### src/rtl/bcd_conv_sched.sv
// rtl/bcd_conv_sched.sv - shared iterative binary-to-BCD converter with two-way round-robin arbitration
//
// Purpose:
//   One shift-add-3 datapath converts a binary operand to packed BCD, one bit per
//   clock. Two requesters share it. A round-robin arbiter picks the winner when
//   both ask at once.
//
// Ports:
//   clk      in   1          rising-edge clock
//   rstn     in   1          asynchronous active-low reset
//   req0     in   1          requester 0 request level, held until ack0
//   data0    in   IN_W       requester 0 operand, sampled at its grant edge only
//   req1     in   1          requester 1 request level, held until ack1
//   data1    in   IN_W       requester 1 operand, sampled at its grant edge only
//   ack0     out  1          one-cycle pulse, requester 0 result on bcd_out
//   ack1     out  1          one-cycle pulse, requester 1 result on bcd_out
//   busy     out  1          conversion granted or in progress
//   done     out  1          one-cycle pulse, ack0 | ack1
//   done_id  out  1          owner of the current/last result
//   bcd_out  out  4*DIGITS   packed BCD, digit 0 in [3:0], held until next done
//   ovf      out  1          operand needed more than DIGITS digits, held with bcd_out
module bcd_conv_sched #(
  parameter int IN_W   = 32,
  parameter int DIGITS = 10
) (
  input  logic                  clk,
  input  logic                  rstn,
  input  logic                  req0,
  input  logic [IN_W-1:0]       data0,
  input  logic                  req1,
  input  logic [IN_W-1:0]       data1,
  output logic                  ack0,
  output logic                  ack1,
  output logic                  busy,
  output logic                  done,
  output logic                  done_id,
  output logic [4*DIGITS-1:0]   bcd_out,
  output logic                  ovf
);

  localparam int BW = 4 * DIGITS;
  localparam int SW = IN_W + BW;
  localparam int CW = $clog2(IN_W);

  typedef enum logic [1:0] {
    S_IDLE,
    S_CONV,
    S_DONE
  } state_t;

  state_t          r_state;
  state_t          w_next_state;

  logic [SW-1:0]   r_shreg;
  logic [CW-1:0]   r_cnt;
  logic            r_ovf_acc;
  logic            r_owner;
  logic            r_last_served;
  logic [BW-1:0]   r_bcd_out;
  logic            r_ovf;
  logic            r_done_id;

  logic            w_any_req;
  logic            w_grant_id;
  logic [IN_W-1:0] w_grant_data;
  logic            w_last_shift;
  logic [SW-1:0]   w_adj;
  logic [SW-1:0]   w_shifted;
  logic            w_ovf_next;

  // When both requesters ask, the one not served last wins. last_served
  // resets to 1, so the first contest after reset goes to requester 0.
  assign w_any_req    = req0 | req1;
  assign w_grant_id   = (req0 && req1) ? ~r_last_served : req1;
  assign w_grant_data = w_grant_id ? data1 : data0;
  assign w_last_shift = (r_cnt == CW'(IN_W - 1));

  // Each BCD digit field is adjusted on its own. A digit <= 9 plus 3 stays
  // below 16, so no carry crosses into the next digit. The shift then moves
  // the digit's MSB up into the digit above.
  always_comb begin
    w_adj = r_shreg;
    for (int d = 0; d < DIGITS; d++) begin
      if (r_shreg[IN_W + 4*d +: 4] > 4'd4) begin
        w_adj[IN_W + 4*d +: 4] = r_shreg[IN_W + 4*d +: 4] + 4'd3;
      end
    end
  end

  assign w_shifted  = {w_adj[SW-2:0], 1'b0};
  assign w_ovf_next = r_ovf_acc | w_adj[SW-1];

  always_ff @(posedge clk or negedge rstn) begin
    if (!rstn) begin
      r_state <= S_IDLE;
    end else begin
      r_state <= w_next_state;
    end
  end

  always_comb begin
    w_next_state = r_state;
    busy         = 1'b0;
    done         = 1'b0;
    ack0         = 1'b0;
    ack1         = 1'b0;
    case (r_state)
      S_IDLE: begin
        if (w_any_req) begin
          w_next_state = S_CONV;
        end
      end
      S_CONV: begin
        busy = 1'b1;
        if (w_last_shift) begin
          w_next_state = S_DONE;
        end
      end
      S_DONE: begin
        busy         = 1'b1;
        done         = 1'b1;
        ack0         = ~r_owner;
        ack1         = r_owner;
        w_next_state = S_IDLE;
      end
      default: begin
        w_next_state = S_IDLE;
      end
    endcase
  end

  assign done_id = r_done_id;
  assign bcd_out = r_bcd_out;
  assign ovf     = r_ovf;

  // The result registers are loaded on the final shift edge, so they already
  // show the new result during the DONE cycle.
  always_ff @(posedge clk or negedge rstn) begin
    if (!rstn) begin
      r_shreg       <= '0;
      r_cnt         <= '0;
      r_ovf_acc     <= 1'b0;
      r_owner       <= 1'b0;
      r_last_served <= 1'b1;
      r_bcd_out     <= '0;
      r_ovf         <= 1'b0;
      r_done_id     <= 1'b0;
    end else begin
      case (r_state)
        S_IDLE: begin
          if (w_any_req) begin
            r_shreg   <= {{BW{1'b0}}, w_grant_data};
            r_cnt     <= '0;
            r_ovf_acc <= 1'b0;
            r_owner   <= w_grant_id;
          end
        end
        S_CONV: begin
          r_shreg   <= w_shifted;
          r_ovf_acc <= w_ovf_next;
          r_cnt     <= r_cnt + CW'(1);
          if (w_last_shift) begin
            r_bcd_out <= w_shifted[SW-1:IN_W];
            r_ovf     <= w_ovf_next;
            r_done_id <= r_owner;
          end
        end
        S_DONE: begin
          r_last_served <= r_owner;
        end
        default: begin
        end
      endcase
    end
  end

endmodule

### config.mk
export PLATFORM = sky130hd
export DESIGN_NAME = bcd_conv_sched
export DESIGN_NICKNAME = d
export VERILOG_FILES = /design/src/rtl/bcd_conv_sched.sv
export SDC_FILE = /design/constraint.sdc
export NUM_CORES = 1
export LEC_CHECK = 0
export BUFFER_PORTS_ARGS = -buffer_cell sky130_fd_sc_hd__buf_2
export CAP_MARGIN = 40
export CELL_PAD_IN_SITES_DETAIL_PLACEMENT = 2
export CELL_PAD_IN_SITES_GLOBAL_PLACEMENT = 2
export CORE_UTILIZATION = 35
export DETAILED_ROUTE_END_ITERATION = 10
export PLACE_DENSITY = 0.91
export SLEW_MARGIN = 30
export SYNTH_ARGS = -nofsm -noshare
export SYNTH_HDL_FRONTEND = slang
export SYNTH_SLANG_ARGS = --single-unit
### constraint.sdc
create_clock -name clk -period 3.6 [get_ports clk]
set_input_delay 0.36 -clock clk [delete_from_list [all_inputs] [get_ports clk]]
set_output_delay 0.36 -clock clk [all_outputs]
set_load 0.02 [all_outputs]
==> results of run 1 <==
==> sequential cells by signal, indices dropped and copies added (netlist names) <==
register and cells:
r_owner 1, r_ovf_acc 1, r_last_served 1, r_shreg 72, bcd_out 40, done_id 1
ovf 1, r_state 2, r_cnt 5
==> through the flow <==
stage	setup WS, ns	cell area (um^2)	util, %
2_1_floorplan	1.87	6530	-
3_3_place_gp	1.37	7240	39.9
3_5_place_dp	1.33	7280	40.1
4_1_cts	1.29	7860	43.3
5_1_grt	1.13	7860	43.3
6_report	1.28	7860	43.3
==> how the worst max path moves through the flow <==
stage / to
global placement: r_shreg[43]$_DFFE_PN0P_
CTS: r_shreg[43]$_DFFE_PN0P_
global route: r_shreg[43]$_DFFE_PN0P_
detailed placement: r_shreg[68]$_DFFE_PN0P_
finish: r_shreg[43]$_DFFE_PN0P_
floorplan: r_shreg[1]$_DFFE_PN0P_
==> per-layer routing <==
| layer | up-vias | share of wire (%) |
|---|---|---|
| li1 | 2546 | - |
| met1 | 2779 | 43 |
| met2 | 126 | 52 |
| met3 | 25 | 4.0 |
| met4 | 0 | 1.4 |
| met5 | - | 0 |
==> logic make-up (layout without fill, tap and decap cells) <==
| logic type | Yosys count | in the layout | synth area share [%] |
|---|---|---|---|
| fa+ha+maj | 26 | 26 | 4.98 |
| flops | 124 | 124 | 47.5 |
| buf+inv | 113 | 221 | 7.64 |
| compound gates | 216 | 216 | 23.5 |
| simple gates | 134 | 134 | 9.56 |
| mux | 44 | 44 | 6.78 |
==> worst max-delay path: stages (launching register included) <==
cell	delay, ns
dfrtp_1	0.37
inv_1	0.08
ha_1	0.18
buf_4	0.22
nor2_4	0.64
buf_4	0.38
a211oi_1	0.10
o22ai_1	0.24
==> power breakdown <==
group | switching, mW | leakage, nW | total (mW) | internal [mW]
clock | 0.627 | 0.280 | 1.69 | 1.06
combinational | 1.04 | 1.69 | 1.60 | 0.565
sequential | 0.158 | 1.68 | 1.79 | 1.63
==> what timing repair did <==
action	in CTS	in global routing
hold buffers	1	0
endpoints found under the setup margin	0	0
hold endpoints to repair	3	0
setup buffers	0	0
==> cell type report <==
type                            count  area, um^2
Clock buffer                       27         523
Clock inverter                      5        55.1
Fill cell                        1916       10300
Inverter                           65         244
Multi-Input combinational cell    420        2970
Sequential cell                   124        3100
Tap cell                          229         287
Timing Repair Buffer              124         686
==> cells in the final DEF (no fill, tap or decap), types with 2 or more instances in the layout <==
master      netlist  layout
o21ai_0          72      72
nor2_1           33      31
o32ai_2          10      10
buf_2             6     112
mux2_2            2       2
nor3_1           20      20
o32ai_1           2       2
nand2b_1          2       2
o31ai_1          31      31
inv_1            65      65
clkbuf_8          0       6
clkbuf_16         0      17
o22ai_1          19      19
clkbuf_1         24       4
nand2_1          48      47
ha_1             26      26
or2_2             2       2
a211oi_1         10      10
dfrtp_1         123     123
clkinv_2          0       2
buf_12            0       2
mux2i_1          42      42
buf_4             6       8
o221ai_1         31      31
o21a_1           22      22
a22o_1            5       5
nor2b_1          22      22
clkinvlp_4        0       2
a31oi_1          10      10
==> flow_metrics.env, run 1 <==
export IMPL_outcome="complete, but fails checks"
export IMPL_violations="DRC"
export IMPL_synth_yosys_warnings=0
export IMPL_cts_tree="built"
export IMPL_setup_viol=0
export IMPL_cts_root_buf="clkbuf_16"
export IMPL_yosysTopAreaCell="dfrtp_1"
export IMPL_async_reset_ff_share_pct=100
export IMPL_ff2ff_path_depth=7
export IMPL_hold_worst_slack_ns=0.246
export IMPL_yosys_cell_count_top_type="dfrtp_1"
export IMPL_core_um2=18100
export IMPL_fin_cells=994
export IMPL_max_freq_ghz=0.430
export IMPL_cp_end_kind="register"
export IMPL_cp_startpoint="r_state[1]$_DFFE_PN0P_"
export IMPL_yosysSeqAreaShare_pct=47.5
export IMPL_rrSetupSlack_ns=1.28
export IMPL_grt_use_total_pct=21.2
export IMPL_wl_per_cell_um=19.5
export IMPL_slew_viol_final=0
export IMPL_r2r_start="r_state[1]$_DFFE_PN0P_"
export IMPL_drc=3
export IMPL_drive_gt1_share_pct=22.5
export IMPL_num_rows=49
export IMPL_ys_ff_latch=124
export IMPL_grt_antenna_before_repair=0
export IMPL_numClockSinks=124
export IMPL_antenna_cells=0
export IMPL_die_area_um2=19200
export IMPL_synthTopCellsByArea="dfrtp_1, mux2i_1, o21ai_0"
export IMPL_drt_pass1_iterations=9
export IMPL_grt_pass1_wl_um=32200
export IMPL_power_density_nw_per_um2=645
export IMPL_whs_path_depth=3
export IMPL_grtUsageMet3_pct=5.63
export IMPL_antenna_left=0
export IMPL_ys_types=38
export IMPL_grt_max_degree=77
export IMPL_fin_crit_sh_pct=64.6
export IMPL_holdPathEnd="r_shreg[28]$_DFFE_PN0P_"
export IMPL_finalHoldViolCount=0
export IMPL_syn_mean_instance_area_um2=9.94
export IMPL_dp_cells=961
export IMPL_netlist_area_um2=6530
export IMPL_grtUsageMet2_pct=37.9
export IMPL_synth_flop_cell="dfrtp_1"
export IMPL_startpoint_type="register"
export IMPL_clk_pin_slew_ns=0.05
export IMPL_drt_wl_total_um=19400
export IMPL_grt_overflow=0
export IMPL_clk_latency_ns=0.42
export IMPL_grt_setup_unrepaired="false"
export IMPL_synthCells=657
export IMPL_syn2layout_area_growth_pct=20.4
export IMPL_fp_dieH_um=139
export IMPL_crit_type="reg -> reg"
export IMPL_drv_cap=0
export IMPL_postCtsResizedCells=0
export IMPL_first_global_vias=6133
export IMPL_drt_iter0_drc=235
export IMPL_viasPerCell=5.51
export IMPL_syn_nets=751
export IMPL_io_buffer_count=113
export IMPL_cts_max_level=4
export IMPL_hold_class="in -> reg"
export IMPL_synth_edf_count=0
export IMPL_worstHoldStart="data0[28]"
export IMPL_place_congestion=0.757
export IMPL_vias=5476
export IMPL_fp_dieW_um=139
export IMPL_clock_path_buffers=2
export IMPL_required_ns=3.91
export IMPL_dp_hpwl_um=12700
export IMPL_synth_commonest_cells="dfrtp_1, o21ai_0, inv_1"
export IMPL_top_usage_layer="met2"
export IMPL_final_nets=846
export IMPL_p_total_mw=5.08
export IMPL_p_leak_nw=3.65
export IMPL_relSlewSlack_pct=48.1
export IMPL_synth_top_area_share_pct=47.1
export IMPL_layout_min_cycle_time_ns=2.32
export IMPL_use_met1_pct=24.5
export IMPL_fin_worst_skew_ns=0.00652
export IMPL_io_pins=114
export IMPL_irDropWorstVdd_uv=391
export IMPL_cp_arrival_ns=2.64
export IMPL_r2r_end="r_shreg[43]$_DFFE_PN0P_"
export IMPL_worst_pin_slew_ns=0.777
export IMPL_fin_tns_setup_ns=0
export IMPL_start_util_pct=36.0
export IMPL_cp_max_fo=37
export IMPL_numCtsBuffers=17
Note: power is estimated with default switching activity, not from simulation.
==> run 2: changes to the inputs <==
==> constraint.sdc (replaced) <==
create_clock -name clk -period 2.25 [get_ports clk]
set_input_delay 0.225 -clock clk [delete_from_list [all_inputs] [get_ports clk]]
set_output_delay 0.225 -clock clk [all_outputs]
set_load 0.02 [all_outputs]
==> run 2 against run 1 <==
- the flow still finishes with violations (DRC)
- routed wire length increased by 1.8%
- clock power increased by 53%
- clock skew increased by 0.014 ns
- non-clock buffer count increased by 7
- final cell count increased by 0.50%
- worst hold slack got worse by 0.14 ns
- register-to-register slack got worse by 1.0 ns
- critical path depth decreased by 1
- power increased by 60%
- combinational power increased by 66%
- critical endpoint is now r_shreg[13]$_DFFE_PN0P_
- largest cell class unchanged
- highest routed layer unchanged
==> flow_metrics.env, run 2 (synthesis results as in run 1) <==
export IMPL_p_leak_nw=3.69
export IMPL_antenna_left=0
export IMPL_fin_area_um2=7930
export IMPL_regMostFlops="r_shreg"
export IMPL_io_buffer_count=113
export IMPL_critPathBufInv=2
export IMPL_cts_root_buf="clkbuf_16"
export IMPL_worst_path_max_delay_cell="nor3b_4"
export IMPL_final_cell_mix="dfrtp_1, buf_2, o21ai_0"
export IMPL_holdPathEnd="r_shreg[8]$_DFFE_PN0P_"
export IMPL_vias=5549
export IMPL_fin_tns_setup_ns=0
export IMPL_max_freq_ghz=0.504
export IMPL_pwr_share_comb_pct=32.7
export IMPL_cts_tree="built"
export IMPL_drv_cap=0
export IMPL_final_nets=853
export IMPL_numCtsBuffers=17
export IMPL_fill_cells=1915
export IMPL_p_int_mw=5.20
export IMPL_hold_class="in -> reg"
export IMPL_grt_setup_unrepaired="false"
export IMPL_setup_viol=0
export IMPL_net_switching_power_mw=2.90
export IMPL_r2r_start="r_state[0]$_DFFE_PN0P_"
export IMPL_grt_pass1_wl_um=32800
export IMPL_clk_pin_slew_ns=0.06
export IMPL_power_frac_seq_pct=35.3
export IMPL_post_cts_setup_buffer_count=0
export IMPL_whs_path_depth=3
export IMPL_start_util_pct=36.0
export IMPL_crit_type="reg -> reg"
export IMPL_cts_max_level=4
export IMPL_clock_path_buffers=2
export IMPL_drt_iter0_drc=229
export IMPL_irDropWorstVdd_uv=527
export IMPL_ff2ff_path_depth=6
export IMPL_cp_max_fo=33
export IMPL_core_um2=18100
export IMPL_die_area_um2=19200
export IMPL_critical_path_max_stage_delay_ns=0.44
export IMPL_viasPerCell=5.55
export IMPL_path_delay_family="simple AND/OR/NAND/NOR gates"
export IMPL_crit_path_cell_trace="inv_1, ha_1, nor3b_4, nand2b_4, buf_12, o221ai_1"
export IMPL_required_ns=2.51
export IMPL_relSlewSlack_pct=57.0
export IMPL_fp_dieW_um=139
export IMPL_cp_arrival_ns=2.24
export IMPL_drive_gt1_share_pct=23.2
export IMPL_drc=3
export IMPL_postPlaceCellArea_um2=7370
export IMPL_startpoint_type="register"
export IMPL_first_global_vias=6198
export IMPL_final_common_cell="dfrtp_1"
export IMPL_antenna_cells=0
export IMPL_dp_hpwl_um=13500
export IMPL_violations="DRC"
export IMPL_swShare_pct=35.8
export IMPL_num_rows=49
export IMPL_r2r_end="r_shreg[13]$_DFFE_PN0P_"
export IMPL_cp_end_kind="register"
export IMPL_numClockSinks=124
export IMPL_place_congestion=0.759
export IMPL_largest_register_ffs=72
export IMPL_layout_min_cycle_time_ns=1.98
export IMPL_clkPwrFrac_pct=32.0
export IMPL_fin_worst_skew_ns=0.0203
export IMPL_drt_pass1_iterations=10
export IMPL_grt_max_degree=47
export IMPL_fp_dieH_um=139
export IMPL_outcome="complete, but fails checks"
export IMPL_rrSetupSlack_ns=0.27
export IMPL_syn2layout_area_growth_pct=21.4
export IMPL_wl_per_cell_um=19.7
export IMPL_worst_pin_slew_ns=0.646
export IMPL_clk_latency_ns=0.43
export IMPL_worstHoldStart="data0[8]"
export IMPL_power_density_nw_per_um2=1020
export IMPL_io_pins=114
export IMPL_finalHoldViolCount=0
export IMPL_grt_antenna_before_repair=0
export IMPL_grt_use_total_pct=21.5
export IMPL_slew_viol_final=0
export IMPL_drt_wl_total_um=19700
export IMPL_grt_overflow=0
export IMPL_fin_crit_sh_pct=88.2
run 2: timing repair:
action	in CTS	in global routing
hold buffers	1	0
endpoints found under the setup margin	0	1
resized for setup	0	1
hold endpoints to repair	42	0
run 2: worst max path at each step:
stage               cells past startpoint                    from  slack, ns                       to
floorplan                               8  r_state[0]$_DFFE_PN0P_       0.52   r_shreg[1]$_DFFE_PN0P_
global route                            6  r_state[0]$_DFFE_PN0P_       0.07  r_shreg[13]$_DFFE_PN0P_
detailed placement                      4  r_state[1]$_DFFE_PN0P_       0.12  r_shreg[13]$_DFFE_PN0P_
finish                                  6  r_state[0]$_DFFE_PN0P_       0.27  r_shreg[13]$_DFFE_PN0P_
CTS                                     4  r_state[1]$_DFFE_PN0P_       0.11  r_shreg[13]$_DFFE_PN0P_
global placement                        4  r_state[1]$_DFFE_PN0P_       0.28   r_shreg[6]$_DFFE_PN0P_
run 2: power by group through the flow:
| stage | Combinational (mW) | Sequential [mW] | Clock (mW) |
|---|---|---|---|
| final | 2.65 | 2.86 | 2.59 |
| after global routing | 2.92 | 2.91 | 2.74 |
| after CTS | 2.68 | 2.87 | 2.65 |
| after detailed placement | 2.63 | 2.89 | 0 |
| after global placement | 2.48 | 2.86 | 0 |
| after floorplan | 1.91 | 2.78 | 0 |
run 2: area by class of cell:
cell class	instances	area, um^2	share of cell area [%]
inverters	65	244	3.08
flip-flops and latches	124	3100	39.1
clock inverters	7	65.1	0.820
repair buffers	131	781	9.84
well taps	229	287	3.61
clock buffers	23	488	6.15
multi-input cells	420	2960	37.4
run 2: worst reg2reg max path, cell delays in order, from the launching register on:
cell      delay, ns
dfrtp_1        0.41
inv_1          0.12
ha_1           0.20
nor3b_4        0.44
nand2b_4       0.26
buf_12         0.20
o221ai_1       0.19
run 2: routing by layer:
layer / GRT usage (%) / up-vias / routed length, um
met4: 6.08 / 0 / 234
met2: 39.2 / 134 / 10200
met5: 0 / - / 0
met1: 25.7 / 2837 / 8520
met3: 4.14 / 19 / 783
li1: - / 2559 / -
run 2: stage by stage:
step / util (%) / power (mW) / hold WS (ns) / instances / setup WS [ns]
after floorplan: - / 4.68 / -0.0706 / 657 / 0.524
after global placement: 40.6 / 5.34 / 0.295 / 968 / 0.285
after detailed placement: 40.6 / 5.53 / 0.289 / 968 / 0.119
after CTS: 43.7 / 8.20 / 0.105 / 999 / 0.111
after global routing: 43.7 / 8.57 / 0.119 / 999 / 0.0746
final: 43.7 / 8.11 / 0.103 / 999 / 0.266
==> run 3: changes to the inputs <==
--- a/config.mk
+++ b/config.mk
@@ -10,6 +10,7 @@
 export CELL_PAD_IN_SITES_DETAIL_PLACEMENT = 2
 export CELL_PAD_IN_SITES_GLOBAL_PLACEMENT = 2
 export CORE_UTILIZATION = 35
+export CTS_CLUSTER_SIZE = 12
 export DETAILED_ROUTE_END_ITERATION = 10
 export PLACE_DENSITY = 0.91
 export SLEW_MARGIN = 30
==> constraint.sdc (replaced) <==
create_clock -name clk -period 2.5 [get_ports clk]
set_input_delay 0.25 -clock clk [delete_from_list [all_inputs] [get_ports clk]]
set_output_delay 0.25 -clock clk [all_outputs]
set_load 0.02 [all_outputs]
==> run 3 against run 2 <==
- the flow still finishes with violations (DRC)
- non-clock buffer count shrank 2
- power is 5.3% lower
- cell area is 0.49% higher
- combinational power fell by 9.4%
- register-to-register slack worse by 0.11 ns
- clock skew down 0.0094 ns
- flip-flop and latch count is the same
- global-route usage up 1.1 points
- maximum frequency fell by 15%
- clock-buffer cell count down 5
- critical endpoint is now r_shreg[2]$_DFFE_PN0P_
- largest power group is now clock
==> flow_metrics.env, run 3 (synthesis results as in run 1) <==
export IMPL_ff2ff_path_depth=6
export IMPL_irDropWorstVdd_uv=499
export IMPL_grt_overflow=0
export IMPL_syn2layout_area_growth_pct=22.0
export IMPL_max_freq_ghz=0.427
export IMPL_drc=5
export IMPL_net_switching_power_mw=2.79
export IMPL_wl_per_cell_um=20.8
export IMPL_post_cts_setup_buffer_count=0
export IMPL_fin_crit_sh_pct=93.7
export IMPL_clk_pin_slew_ns=0.06
export IMPL_fill_cells=1934
export IMPL_drt_iter0_drc=217
export IMPL_drive_gt1_share_pct=23.5
export IMPL_relSlewSlack_pct=49.1
export IMPL_r2r_end="r_shreg[2]$_DFFE_PN0P_"
export IMPL_worstHoldStart="data0[11]"
export IMPL_p_int_mw=4.89
export IMPL_grt_antenna_before_repair=0
export IMPL_slew_viol_final=0
export IMPL_use_met1_pct=26.2
export IMPL_fin_worst_skew_ns=0.0109
export IMPL_violations="DRC"
export IMPL_grt_setup_unrepaired="false"
export IMPL_antenna_left=0
export IMPL_layout_min_cycle_time_ns=2.34
export IMPL_drt_pass1_iterations=7
export IMPL_io_buffer_count=113
export IMPL_p_leak_nw=3.68
export IMPL_outcome="complete, but fails checks"
export IMPL_drt_wl_total_um=20700
export IMPL_swShare_pct=36.3
export IMPL_power_density_nw_per_um2=964
export IMPL_final_util_pct=43.9
export IMPL_grtUsageMet2_pct=41.1
export IMPL_fin_tns_setup_ns=0
export IMPL_grtUsageMet3_pct=4.80
export IMPL_io_pins=114
export IMPL_holdPathEnd="r_shreg[11]$_DFFE_PN0P_"
export IMPL_grt_use_total_pct=22.6
export IMPL_r2r_start="r_state[1]$_DFFE_PN0P_"
export IMPL_final_cell_mix="dfrtp_1, buf_2, o21ai_0"
export IMPL_cts_tree="built"
export IMPL_top_usage_layer="met2"
export IMPL_dp_hpwl_um=13700
export IMPL_numCtsBuffers=17
export IMPL_grt_max_degree=61
export IMPL_hold_buffers=1
export IMPL_final_seq_area_um2=3100
export IMPL_setup_viol=0
export IMPL_first_global_vias=6308
export IMPL_core_um2=18100
export IMPL_finalHoldViolCount=0
export IMPL_cp_end_kind="register"
export IMPL_cts_root_buf="clkbuf_16"
export IMPL_regMostFlops="r_shreg"
export IMPL_cts_max_level=4
export IMPL_fp_dieW_um=139
export IMPL_fp_dieH_um=139
export IMPL_clkPwrFrac_pct=34.9
export IMPL_hold_class="in -> reg"
export IMPL_grt_pass1_wl_um=34200
export IMPL_die_area_um2=19200
export IMPL_clk_latency_ns=0.43
export IMPL_p_total_mw=7.68
export IMPL_drv_cap=0
export IMPL_numClockSinks=124
export IMPL_start_util_pct=36.0
export IMPL_antenna_cells=0
export IMPL_whs_path_depth=3
export IMPL_rrSetupSlack_ns=0.16
export IMPL_postCtsResizedCells=0
export IMPL_vias=5568
export IMPL_largest_register_ffs=72
export IMPL_final_common_cell="dfrtp_1"
export IMPL_cp_arrival_ns=2.57
export IMPL_power_frac_seq_pct=33.8
export IMPL_clock_path_buffers=2
export IMPL_worst_pin_slew_ns=0.764
export IMPL_viasPerCell=5.57
export IMPL_multi_input_area_um2=2960
export IMPL_num_rows=49
export IMPL_pwr_share_comb_pct=31.3
export IMPL_crit_type="reg -> reg"
export IMPL_startpoint_type="register"
export IMPL_required_ns=2.73
export IMPL_place_congestion=0.775
export IMPL_cp_max_fo=31
export IMPL_final_nets=851
run 3: worst max-delay path by stage:
stage,start,endpoint,cells past startpoint
after detailed placement,r_state[0]$_DFFE_PN0P_,r_shreg[2]$_DFFE_PN0P_,6
after CTS,r_state[1]$_DFFE_PN0P_,r_shreg[2]$_DFFE_PN0P_,6
after global placement,r_state[0]$_DFFE_PN0P_,r_shreg[8]$_DFFE_PN0P_,6
final,r_state[1]$_DFFE_PN0P_,r_shreg[2]$_DFFE_PN0P_,6
after floorplan,r_state[0]$_DFFE_PN0P_,r_shreg[1]$_DFFE_PN0P_,8
after global routing,r_state[1]$_DFFE_PN0P_,r_shreg[2]$_DFFE_PN0P_,6
run 3: power by group through the flow:
stage / Sequential (mW) / Combinational [mW] / Clock, mW
finish: 2.59 / 2.40 / 2.68
global placement: 2.57 / 2.19 / 0
global route: 2.63 / 2.63 / 2.80
CTS: 2.59 / 2.43 / 2.72
detailed placement: 2.60 / 2.35 / 0
floorplan: 2.50 / 1.72 / 0
run 3: final cells by class:
class,instances,share of cell area (%)
repair buffers,129,9.29
inverters,65,3.06
clock inverters,14,2.45
well taps,229,3.59
multi-input cells,420,37.1
clock buffers,18,5.51
flip-flops and latches,124,38.9
run 3: routing by layer:
metal	wire length, um	vias up
met1	8650	2855
met5	0	-
li1	-	2551
met2	10900	131
met3	734	31
met4	435	0
run 3: critical path, cell delays in order (launching register included):
cell	delay [ns]
dfrtp_1	0.42
inv_1	0.13
ha_1	0.37
nor3b_4	0.31
nand2b_4	0.43
buf_12	0.25
o221ai_1	0.21
run 3: per-stage QoR:
step	std cells	hold WS [ns]	cell area (um^2)	worst slack [ns]
CTS	999	0.122	7970	0.131
global route	999	0.144	7970	0.0441
detailed placement	966	0.353	7330	0.269
floorplan	657	-0.0456	6530	0.774
finish	999	0.134	7970	0.157
global placement	966	0.353	7330	0.517
